## config.mk

```make
export PLATFORM = sky130hd
export DESIGN_NAME = fetch_unit
export DESIGN_NICKNAME = d
export VERILOG_FILES = /design/src/rtl/fetch_unit.sv
export SDC_FILE = /design/constraint.sdc
export NUM_CORES = 1
export LEC_CHECK = 0
export ABC_AREA = 1
export ABC_CLOCK_PERIOD_IN_PS = 1900
export CAP_MARGIN = 15
export CORE_AREA = 4 4 142 198
export CTS_BUF_LIST = sky130_fd_sc_hd__clkbuf_16
export CTS_CLUSTER_DIAMETER = 120
export DETAILED_ROUTE_END_ITERATION = 8
export DIE_AREA = 0 0 146 202
export GPL_TIMING_DRIVEN = 0
export SLEW_MARGIN = 20
export SYNTH_ARGS = -nofsm -noshare
export SYNTH_HDL_FRONTEND = slang
export SYNTH_SLANG_ARGS = --single-unit
```

## constraint.sdc

```tcl
create_clock -name clk -period 1.9 [get_ports clk]
set_input_delay 0.285 -clock clk [delete_from_list [all_inputs] [get_ports clk]]
set_output_delay 0.285 -clock clk [all_outputs]
set_load 0.02 [all_outputs]
```

## src/rtl/fetch_unit.sv

```systemverilog
// Instruction-fetch stage.
// Owns the PC and issues one outstanding request at a time to instruction memory.
// Drives the F/D register inputs (instr_f, pc_f) and its load enable (fd_write).
// A word returned while decode is stalled is parked in a hold register.
// A redirect that lands while a request is in flight is remembered. The stale
// response is then thrown away when it finally arrives.
module fetch_unit #(
  parameter logic [31:0] RESET_PC = 32'h0000_0000,
  parameter logic [31:0] PC_STEP  = 32'd4,
  parameter logic [31:0] NOP      = 32'h0000_0000
) (
  input  logic        clk,
  input  logic        rst,
  input  logic        stall_d,
  input  logic        redirect,
  input  logic [31:0] redirect_pc,
  output logic        imem_req,
  output logic [31:0] imem_addr,
  input  logic        imem_ack,
  input  logic [31:0] imem_rdata,
  output logic [31:0] instr_f,
  output logic [31:0] pc_f,
  output logic        fd_write
);

  // REQ : request outstanding for r_pc; a same-cycle ack may deliver directly
  // HOLD: a fetched word waits in the hold registers for decode to un-stall
  // DROP: the in-flight request is wrong-path; r_target holds the real next PC
  localparam logic [1:0] S_REQ  = 2'd0;
  localparam logic [1:0] S_HOLD = 2'd1;
  localparam logic [1:0] S_DROP = 2'd2;

  logic [1:0]  r_state;
  logic [31:0] r_pc;
  logic [31:0] r_hold_instr;
  logic [31:0] r_hold_pc;
  logic [31:0] r_target;

  logic [1:0]  w_state_next;
  logic [31:0] w_pc_next;
  logic [31:0] w_hold_instr_next;
  logic [31:0] w_hold_pc_next;
  logic [31:0] w_target_next;
  logic [31:0] w_pc_inc;

  // Sequential PC. This addition wraps naturally modulo 2^32.
  assign w_pc_inc = r_pc + PC_STEP;

  // Next-state logic. Redirect outranks ack, and ack outranks stall.
  always_comb begin
    w_state_next      = r_state;
    w_pc_next         = r_pc;
    w_hold_instr_next = r_hold_instr;
    w_hold_pc_next    = r_hold_pc;
    w_target_next     = r_target;
    case (r_state)
      S_REQ: begin
        if (redirect) begin
          if (imem_ack) begin
            // The response completes now. Drop it and refetch from the target.
            w_pc_next = redirect_pc;
          end else begin
            // The address must stay stable until the ack arrives.
            // Park the target meanwhile.
            w_target_next = redirect_pc;
            w_state_next  = S_DROP;
          end
        end else if (imem_ack) begin
          w_pc_next = w_pc_inc;
          if (stall_d) begin
            w_hold_instr_next = imem_rdata;
            w_hold_pc_next    = r_pc;
            w_state_next      = S_HOLD;
          end
        end
      end
      S_HOLD: begin
        if (redirect) begin
          // The held word is wrong-path. Simply abandon it.
          w_pc_next    = redirect_pc;
          w_state_next = S_REQ;
        end else if (!stall_d) begin
          w_state_next = S_REQ;
        end
      end
      S_DROP: begin
        if (redirect) begin
          w_target_next = redirect_pc;
        end
        if (imem_ack) begin
          // A redirect in the same cycle is newer than the parked target.
          w_pc_next    = redirect ? redirect_pc : r_target;
          w_state_next = S_REQ;
        end
      end
      default: begin
        w_state_next = S_REQ;
      end
    endcase
  end

  // Output decode. Everything is zero under reset. Otherwise emit a bubble
  // unless a valid, non-flushed word can be loaded this cycle.
  always_comb begin
    imem_req  = 1'b0;
    imem_addr = 32'h0;
    instr_f   = 32'h0;
    pc_f      = 32'h0;
    fd_write  = 1'b0;
    if (!rst) begin
      fd_write = !stall_d;
      instr_f  = NOP;
      case (r_state)
        S_REQ: begin
          imem_req  = 1'b1;
          imem_addr = r_pc;
          if (imem_ack && !redirect && !stall_d) begin
            instr_f = imem_rdata;
            pc_f    = r_pc;
          end
        end
        S_HOLD: begin
          if (!redirect && !stall_d) begin
            instr_f = r_hold_instr;
            pc_f    = r_hold_pc;
          end
        end
        S_DROP: begin
          imem_req  = 1'b1;
          imem_addr = r_pc;
        end
        default: begin
          imem_req = 1'b0;
        end
      endcase
    end
  end

  // State registers. Reset abandons any outstanding access.
  always_ff @(posedge clk) begin
    if (rst) begin
      r_state      <= S_REQ;
      r_pc         <= RESET_PC;
      r_hold_instr <= 32'h0;
      r_hold_pc    <= 32'h0;
      r_target     <= 32'h0;
    end else begin
      r_state      <= w_state_next;
      r_pc         <= w_pc_next;
      r_hold_instr <= w_hold_instr_next;
      r_hold_pc    <= w_hold_pc_next;
      r_target     <= w_target_next;
    end
  end

endmodule

```

==> run summary, run 1 <==
slew margin rel.: 0.557
first-pass GRT wire length: 50200 um
top-count cell post-synth: nand2_1
Vias: 9596
area post-placement: 9970 um^2
main flop type after synthesis: dfxtp_1
Max Cap Violations: 0
largest cells by area after synthesis: dfxtp_1, nand2_1, nand3_1
Period minus WS final: 2300 ps
Synth Net Count: 1366
power per cell area: 880 nW/um^2
die area: 29500 um^2
kind of critical path: reg2out
Reg clk slew, reported paths: 60 ps
commonest cells in the synthesized netlist: nand2_1, nor2_1, nand3_1, o21ai_0, dfxtp_1
CP required: 1620 ps
Max rail drop VDD: 0.592 mV
Num CTS Buffers: 17
port bufs: 165
sw power: 4.04 mW
# hold bufs at CTS: 0
wire per inst: 17.5 um
Clock Tree Buf Depth: 2
Sw Ratio: 0.389
largest net degree at the start of global routing: 20
global route total overflow: 0
Slew Limit Fails: 0
P&R area growth vs syn: 51.3%
CTS tree: done
outcome: finished, violations left
placed wire-length estimate: 24500 um
Skew-Pair Late Insertion Delay: 430 ps
Final Hold Fails: 0
Post-synth EDFFs: 0
Fmax: 435 MHz
combinational share of power: 0.353
cell-internal power: 6.33 mW
ys async rst share: 0
top cell type's share of synthesized area: 0.334
vias per inst: 5.20
overall routing resource usage: 0.211
failing checks: negative setup slack
I/O pin count: 167
Layout Cell Area excl Fill: 11800 um^2
Die Y: 202 um
TritonRoute pass-1 iters: 5
sequential area share after synthesis: 0.334
RSZ-0062 raised after global routing: true
fin nets: 1583
number of diodes: 0
clk sinks: 130
Yosys warning total: 0
fin crit share: 1.21
post-synthesis cell area: 7780 um^2
Final GP Congestion: 0.883
setup ws final: -397 ps
nature of the critical path endpoint: output pin
Mapped Cells: 1292
# H-tree levels: 4
Flop pwr share: 0.344
clk root buf: clkbuf_16
setup slack at placement: -1340 ps
crit path max fanout: 7
worst min path class: in2reg
share of layout cells above drive strength 1: 0.248
Rows: 70
Hold Path Stages: 2
Starting Density: 0.297
Final setup viols: 68
Worst Clk Skew: 8.29 ps
Residual DRC: 0
clock power share: 0.303
Post-Route WL: 32400 um
pin slew with the least headroom to its limit: 664 ps
largest area contributor in the netlist: dfxtp_1
Die Width: 146 um
syn_area_per_cell: 6.02 um^2
initial antenna violation count: 0
vias in the first global route: 9424
CP startpoint kind: register
core box area: 26200 um^2
Post-DRT Antenna Nets: 0
final core utilization: 0.450
library cells used by synthesis: 32
Worst Path Arrival: 2010 ps
Worst R2R Path Depth: 7
Leak: 4.95 nW
DR iter-0 viols: 866
FF+latch count, synth: 130
metal layers:
layer  track usage  routed length, um
met1         0.237              13000
met3        0.0334               1580
met5             0                  0
met2         0.392              16300
met4        0.0878               1500
per-stage QoR:
| stage | setup TNS [ps] | hold WS (ps) | power, mW | cells |
|---|---|---|---|---|
| 2_1_floorplan | -62.3 | 420 | 5.51 | 1292 |
| 3_3_place_gp | -143880 | 494 | 6.70 | 1781 |
| 3_5_place_dp | -145620 | 499 | 6.73 | 1781 |
| 4_1_cts | -22240 | 164 | 10.2 | 1840 |
| 5_1_grt | -24230 | 182 | 10.9 | 1846 |
| 6_report | -18580 | 173 | 10.4 | 1846 |
registers in the layout, summed over array words and instances, names as in the netlist:
register      flops
r_target         32
r_hold_instr     32
r_pc             32
r_hold_pc        32
r_state           2
final cells by class:
cell class / instances / area, um^2
buffer: 88 / 641
clock buffer: 17 / 425
clock inverter: 15 / 134
fill: 2687 / 14400
inverter: 37 / 158
multi-input combinational: 1031 / 5370
sequential: 130 / 2610
tap: 324 / 405
timing repair buffer: 203 / 2030
timing repair inverter: 1 / 8.76
placed cells by master, fill, tap and decap left out, drive strengths merged, types with 2 or more instances in the layout:
cell type | synthesis | layout
ha | 5 | 5
o211ai | 2 | 2
clkinvlp | 0 | 6
o22ai | 2 | 3
nor2 | 175 | 175
a31oi | 24 | 24
clkdlybuf4s15 | 0 | 7
dfxtp | 130 | 130
a21oi | 120 | 120
clkdlybuf4s50 | 0 | 66
nor3b | 2 | 2
o21ai | 148 | 148
nand3 | 161 | 161
clkinv | 1 | 7
inv | 36 | 39
and2 | 3 | 3
nand2 | 373 | 373
nor3 | 5 | 5
clkbuf | 59 | 70
o21bai | 5 | 5
buf | 36 | 164
nand3b | 3 | 3
worst paths after layout:
check / start / endpoint / slack (ps)
setup / recovery: r_state[0] / pc_f[7] / -400
hold / removal: rst / r_state[1] / 170
setup reg to reg: r_state[0] / r_target[3] / 50
hold reg to reg: r_hold_instr[1] / r_hold_instr[1] / 520
critical path, stage by stage, from the launching register on:
cell,delay [ps]
dfxtp_4,360
inv_4,60
ha_4,140
nand2_4,60
nor2_4,180
clkinvlp_4,140
buf_12,160
clkbuf_16,160
o21ai_4,160
buf_6,140
logic make-up (layout without fill, tap and decap cells):
group           after synthesis  in the layout  share of synthesized area
simple gates                722            722                      0.385
compound gates              301            302                      0.201
buf+inv                     132            361                     0.0694
flops                       130            130                      0.334
fa+ha+maj                     5              5                    0.00804
xor+xnor                      2              2                    0.00225
power groups by stage:
stage          Clock, mW  Sequential [mW]  Combinational, mW
2_1_floorplan          0             3.47               2.04
3_3_place_gp           0             3.61               3.09
3_5_place_dp           0             3.61               3.12
4_1_cts             3.20             3.55               3.51
5_1_grt             3.30             3.61               4.03
6_report            3.14             3.56               3.66
timing repair:
| item | in CTS | in global routing |
|---|---|---|
| setup endpoints to repair | 228 | 208 |
| pin swaps | 36 | 39 |
| setup buffers | 25 | 8 |
| gates resized for setup | 672 | 103 |
| gates cloned | 5 | 3 |
No activity file was read; power rests on OpenSTA's default activity.
==> inputs of run 2 (changes only) <==
Settings changed: CTS_CLUSTER_DIAMETER 120 to unset, SLEW_MARGIN 20 to unset.
==> results of run 2 <==
Same layout as run 1: the final DEF is identical, and so are final timing and power.
